### src/rtl/tx_serializer_10b_if.sv
// Symbol handshake into the 10b serializer plus its serial, disparity and status outputs.
// master = upstream encoder side, slave = serializer side.
interface tx_serializer_10b_if;
  logic [9:0] sym_in;
  logic       sym_valid;
  logic       sym_ready;
  logic       ser_out;
  logic       ser_valid;
  logic       disp_out;
  logic       disp_err;
  logic       underrun;

  modport master (
    output sym_in, sym_valid,
    input  sym_ready, ser_out, ser_valid, disp_out, disp_err, underrun
  );

  modport slave (
    input  sym_in, sym_valid,
    output sym_ready, ser_out, ser_valid, disp_out, disp_err, underrun
  );
endinterface

### src/rtl/tx_serializer_10b.sv
// 10b symbol serializer with running-disparity tracking; first bit 1 clk after accept, ready only in IDLE or on bit 9.
// IDLE_FILL_EN: on underrun self-load K28.5 for the current RD instead of idling the line.
module tx_serializer_10b #(
  parameter bit MSB_FIRST = 1'b1,
  parameter bit RD_INIT   = 1'b0
) (
  input logic           clk,
  input logic           rst,
  tx_serializer_10b_if.slave bus
);

  typedef enum logic {IDLE, SHIFT} state_t;

  state_t     state, state_nxt;
  logic [3:0] bit_cnt, bit_cnt_nxt;
  logic [9:0] shreg, shreg_nxt;
  logic       ser_out_q, ser_out_nxt;
  logic       ser_valid_q, ser_valid_nxt;
  logic       rd_q, rd_nxt;
  logic       err_q, err_nxt;
  logic       urun_q, urun_nxt;

  logic       at_end;
  logic       sym_ready;
  logic       accept;
  logic       fill;
  logic       load;
  logic [9:0] fill_sym;
  logic [9:0] load_sym;
  logic [9:0] ord_sym;
  logic [3:0] ones;
  logic       rd_upd;
  logic       err_upd;

  assign at_end    = (state == IDLE) || (bit_cnt == 4'd9);
  assign sym_ready = !rst && at_end;
  assign accept    = bus.sym_valid && sym_ready;

`ifdef IDLE_FILL_EN
  assign fill     = at_end && !accept;
  assign fill_sym = rd_q ? 10'b1100000101 : 10'b0011111010;
`else
  assign fill     = 1'b0;
  assign fill_sym = 10'b0;
`endif

  assign load = accept || fill;

  // Symbol is normalised so the shifter always emits ord_sym[9] first.
  always_comb begin
    load_sym = accept ? bus.sym_in : fill_sym;
    ord_sym  = '0;
    ones     = '0;
    for (int i = 0; i < 10; i++) begin
      ord_sym[i] = MSB_FIRST ? load_sym[i] : load_sym[9-i];
      ones       = ones + {3'b000, load_sym[i]};
    end
  end

  always_comb begin
    rd_upd  = rd_q;
    err_upd = 1'b0;
    if (ones == 4'd5) begin
      rd_upd = rd_q;
    end else if (ones == 4'd6 && !rd_q) begin
      rd_upd = 1'b1;
    end else if (ones == 4'd4 && rd_q) begin
      rd_upd = 1'b0;
    end else begin
      err_upd = 1'b1;
      rd_upd  = (ones > 4'd5);
    end
  end

  always_comb begin
    state_nxt     = state;
    bit_cnt_nxt   = bit_cnt;
    shreg_nxt     = shreg;
    ser_out_nxt   = ser_out_q;
    ser_valid_nxt = ser_valid_q;
    rd_nxt        = rd_q;
    err_nxt       = 1'b0;
    urun_nxt      = (state == SHIFT) && (bit_cnt == 4'd9) && !accept;

    if (load) begin
      state_nxt     = SHIFT;
      bit_cnt_nxt   = 4'd0;
      ser_out_nxt   = ord_sym[9];
      shreg_nxt     = {ord_sym[8:0], 1'b0};
      ser_valid_nxt = 1'b1;
      rd_nxt        = rd_upd;
      err_nxt       = err_upd;
    end else if (state == SHIFT && bit_cnt != 4'd9) begin
      bit_cnt_nxt   = bit_cnt + 4'd1;
      ser_out_nxt   = shreg[9];
      shreg_nxt     = {shreg[8:0], 1'b0};
      ser_valid_nxt = 1'b1;
    end else begin
      state_nxt     = IDLE;
      bit_cnt_nxt   = 4'd0;
      ser_out_nxt   = 1'b0;
      shreg_nxt     = '0;
      ser_valid_nxt = 1'b0;
    end
  end

  always_ff @(posedge clk or posedge rst) begin
    if (rst) begin
      state       <= IDLE;
      bit_cnt     <= 4'd0;
      shreg       <= '0;
      ser_out_q   <= 1'b0;
      ser_valid_q <= 1'b0;
      rd_q        <= RD_INIT;
      err_q       <= 1'b0;
      urun_q      <= 1'b0;
    end else begin
      state       <= state_nxt;
      bit_cnt     <= bit_cnt_nxt;
      shreg       <= shreg_nxt;
      ser_out_q   <= ser_out_nxt;
      ser_valid_q <= ser_valid_nxt;
      rd_q        <= rd_nxt;
      err_q       <= err_nxt;
      urun_q      <= urun_nxt;
    end
  end

  assign bus.sym_ready = sym_ready;
  assign bus.ser_out   = ser_out_q;
  assign bus.ser_valid = ser_valid_q;
  assign bus.disp_out  = rd_q;
  assign bus.disp_err  = err_q;
  assign bus.underrun  = urun_q;

endmodule

### src/flat_wrapper.sv
// flat-port wrapper written by rule: the top's interface ports become plain ports
module tx_serializer_10b_flat 
#(
  parameter bit MSB_FIRST = 1'b1,
  parameter bit RD_INIT   = 1'b0
)
  (clk, rst, bus_sym_in, bus_sym_valid, bus_sym_ready, bus_ser_out, bus_ser_valid, bus_disp_out, bus_disp_err, bus_underrun);
  tx_serializer_10b_if bus_i ();
  input logic clk;
  input logic rst;
  input wire logic [$bits(bus_i.sym_in)-1:0] bus_sym_in;
  input wire logic [$bits(bus_i.sym_valid)-1:0] bus_sym_valid;
  output wire logic [$bits(bus_i.sym_ready)-1:0] bus_sym_ready;
  output wire logic [$bits(bus_i.ser_out)-1:0] bus_ser_out;
  output wire logic [$bits(bus_i.ser_valid)-1:0] bus_ser_valid;
  output wire logic [$bits(bus_i.disp_out)-1:0] bus_disp_out;
  output wire logic [$bits(bus_i.disp_err)-1:0] bus_disp_err;
  output wire logic [$bits(bus_i.underrun)-1:0] bus_underrun;
  assign bus_i.sym_in = bus_sym_in;
  assign bus_i.sym_valid = bus_sym_valid;
  assign bus_sym_ready = bus_i.sym_ready;
  assign bus_ser_out = bus_i.ser_out;
  assign bus_ser_valid = bus_i.ser_valid;
  assign bus_disp_out = bus_i.disp_out;
  assign bus_disp_err = bus_i.disp_err;
  assign bus_underrun = bus_i.underrun;
  tx_serializer_10b #(.MSB_FIRST(MSB_FIRST), .RD_INIT(RD_INIT)) u_core (.clk(clk), .rst(rst), .bus(bus_i));
endmodule
### config.mk
export PLATFORM = sky130hd
export DESIGN_NAME = tx_serializer_10b_flat
export DESIGN_NICKNAME = d
export VERILOG_FILES = /design/src/rtl/tx_serializer_10b_if.sv /design/src/rtl/tx_serializer_10b.sv /design/src/flat_wrapper.sv
export SDC_FILE = /design/constraint.sdc
export NUM_CORES = 1
export LEC_CHECK = 0
export CORE_UTILIZATION = 52
export CTS_CLUSTER_DIAMETER = 120
export DETAILED_ROUTE_END_ITERATION = 16
export DONT_BUFFER_PORTS = 1
export GPL_TIMING_DRIVEN = 0
export HOLD_SLACK_MARGIN = 0.02
export PLACE_DENSITY = 0.67
export SLEW_MARGIN = 30
export SYNTH_ARGS = -nofsm -noshare
export SYNTH_HDL_FRONTEND = slang
export SYNTH_SLANG_ARGS = --single-unit
### constraint.sdc
create_clock -name clk -period 5.9 [get_ports clk]
set_input_delay 1.18 -clock clk [delete_from_list [all_inputs] [get_ports clk]]
set_output_delay 1.18 -clock clk [all_outputs]
set_load 0.01 [all_outputs]
==> impl_metrics.py <==
metrics = {
    "timing": {
        "setup_viol": 0,
        "rsz0062_at_grt": "false",
        "hold_viol": 0,
        "fin_ws_ps": 1080,
        "slew_violations": 0,
        "period_needed_ps": 4820,
        "max_slew.worst_pin.slew_ps": 693,
        "fin_worst_skew_ps": 4.08,
        "fmaxAchievable_ghz": 0.208,
        "whs_ps": 453,
        "slew-limit-headroom_pct": 53.7,
        "finalCritPeriodShare_pct": 81.7,
        "fin_tns_setup_ps": 0,
    },
    "cts": {
        "cts_buffers": 3,
        "root_buffer": "clkbuf_4",
        "clkLatencyLatePin_ps": 300,
        "hold_buffers": 0,
        "cts.repair.resized": 0,
        "htree_levels": 1,
        "cts_sinks": 19,
        "clk_pin_slew_worst_paths_ps": 100,
        "clockBufferDepth": 2,
        "cts_setup_buffers": 0,
        "cts_tree": "built",
    },
    "finish": {
        "drive_gt1_share_pct": 9.00,
        "stdcell_area_um2": 1110,
        "diodes": 0,
        "finalNetCount": 127,
        "ff_latch_area_um2": 475,
        "area_growth_pct": 5.46,
        "multi_input_comb_area_um2": 517,
        "num-fill-cells": 162,
    },
    "synthesis": {
        "synth_top_area_share_pct": 45.1,
        "synth_cell_types": 23,
        "netlist_top_cells_count": "dfrtp_1, nand2_1, inv_1, ha_1",
        "yosys_warnings": 0,
        "ys_seq_area_share_pct": 45.1,
        "netlist.top_cell.by_area": "dfrtp_1",
        "synthTopCellsByArea": "dfrtp_1, fa_1, ha_1, nand2_1, inv_1",
        "synthFlopType": "dfrtp_1",
        "syn-cell-area_um2": 1050,
        "yosysMostFrequentCell": "dfrtp_1",
        "synth_enable_flop_cells": 0,
        "syn_avg_cell_area_um2": 11.0,
        "synth.ff_latch_count": 19,
        "syn_nets": 122,
        "synth_cells": 96,
        "postSynth.asyncResetShare_pct": 100,
    },
    "power": {
        "leakage_nw": 0.617,
        "power_density_nw_per_um2": 358,
        "vdd_drop_max_mv": 0.206,
        "finalPower_mw": 0.398,
    },
    "global_route": {
        "grt.overflow.total": 0,
        "grt_pass1_wl_mm": 2.62,
        "antenna_found_initial": 0,
        "grt_usage_pct": 18.2,
        "grt_pass1_vias": 611,
        "grt_max_degree": 20,
    },
    "critical_path": {
        "crit_slowest_cell": "fa_1",
        "crit_path_max_incr_delay_ps": 520,
        "crit_path_start": "rst",
        "cpMostUsedCell": "fa_1",
        "critPathLaunchType": "primary input",
        "crit_buf_inv": 4,
        "required_ps": 6100,
        "cp_max_fo": 10,
        "ff2ff_path_depth": 17,
        "cp.depth": 15,
        "path_cells": "nand2b_1 > a21oi_4 > buf_6 > and2_1 > ha_1 > inv_1 > fa_1 > fa_1 > inv_1 > fa_1 > fa_1 > inv_1 > fa_1 > xnor2_1 > o31a_1",
        "worstPathArrival_ps": 5010,
        "reg2reg_from": "u_core.bit_cnt[1]",
        "cp-end-kind": "flop",
        "path_delay_family": "adder cells",
        "critPathKind": "in2reg",
    },
    "hold_path": {
        "min-delay-start": "u_core.shreg[1]",
        "holdPathStages": 1,
        "hold_path_class": "reg2reg",
    },
    "floorplanning": {
        "core.rowCount": 15,
        "core-area_um2": 1820,
        "start_util_pct": 57.9,
        "die_height_um": 47.0,
        "die_x_um": 47.0,
        "num_io_pins": 19,
        "die-area_um2": 2210,
    },
    "status": {
        "status": "completed",
    },
    "routing": {
        "viasPerCell": 4.95,
        "vias": 619,
        "drt_iter0_drc": 4,
        "post_drt_wl_per_cell_um": 12.3,
        "drc": 0,
        "finalWirelength_mm": 1.54,
        "ant_nets": 0,
        "drtPass1Iterations": 3,
    },
    "placement": {
        "place_congestion": 0.760,
        "post-place-ws_ps": 775,
        "io_buffers": 0,
        "dpl.hpwl_mm": 1.22,
        "place_area_um2": 1080,
    },
    "flow_run": {
        "drv_cap": 0,
    },
}
metal layers:
layer / global-route usage (%) / wire, um / up-vias
li1: - / - / 309
met1: 24.6 / 732 / 287
met2: 25.8 / 686 / 19
met3: 4.62 / 94 / 4
met4: 12.0 / 29 / 0
met5: 0 / 0 / -
final timing paths:
path,to,slack [ps]
min reg2reg,u_core.shreg[2],450
max reg2reg,u_core.bus.disp_err,1370
max,u_core.bus.disp_err,1080
min in group asynchronous,u_core.bus.ser_out,860
min,u_core.shreg[2],450
max in group asynchronous,u_core.shreg[1],4600
sequential cells by signal, indices dropped and copies added (netlist names):
signal,cells
u_core.bit_cnt,4
u_core.shreg,9
u_core.state,1
u_core.bus.disp_err,1
u_core.bus.ser_out,1
u_core.bus.underrun,1
u_core.bus.disp_out,1
u_core.bus.ser_valid,1
power breakdown:
part / leakage, nW / switching [mW] / total [mW] / internal [mW]
Combinational: 0.356 / 0.0721 / 0.133 / 0.0612
Clock: 0.0150 / 0.0394 / 0.0657 / 0.0264
Sequential: 0.247 / 0.0276 / 0.199 / 0.172
per-stage QoR:
stage | instances | util [%]
floorplan | 96 | -
global placement | 121 | 59.6
detailed placement | 121 | 59.6
CTS | 125 | 61.0
global route | 125 | 61.0
finish | 125 | 61.0
kinds of logic after synthesis:
| kind of cell | share of synthesized area (%) |
|---|---|
| simple gates | 16.9 |
| flops | 45.1 |
| buf+inv | 5.82 |
| fa+ha+maj | 19.7 |
| compound gates | 8.20 |
| xor+xnor | 3.33 |
| mux | 0.950 |
worst reg2reg max path, cell delays in order, from the launching register on:
cell and delay, ps:
dfrtp_1 410, inv_1 60, ha_1 190, nand3b_4 110
a21oi_4 200, buf_6 170, and2_1 160, ha_1 250
inv_1 70, fa_1 430, fa_1 520, inv_1 50
fa_1 460, fa_1 390, inv_1 80, fa_1 450
xnor2_1 150, o31a_1 280
placed cells by master, fill, tap and decap left out:
cell type	count
nand3b_4	1
a21oi_4	1
ha_1	7
a21oi_1	2
o21ai_0	1
nor2_1	6
o221ai_1	1
nand2b_1	1
and2_1	5
a21o_1	5
nand2_1	16
fa_1	6
buf_6	1
xnor2_1	3
clkbuf_1	1
nor3b_1	2
nand3_1	1
xor2_1	1
clkbuf_4	3
inv_1	12
mux2i_1	1
and2_4	2
o31a_1	1
buf_2	1
dfrtp_1	19
layout make-up:
class	count	share of cell area, %
inverter	12	4.05
tap	25	2.82
multi-input combinational	63	46.5
clock buffer	4	2.36
buffer	2	1.46
sequential	19	42.8
Note: power is estimated with default switching activity, not from simulation.
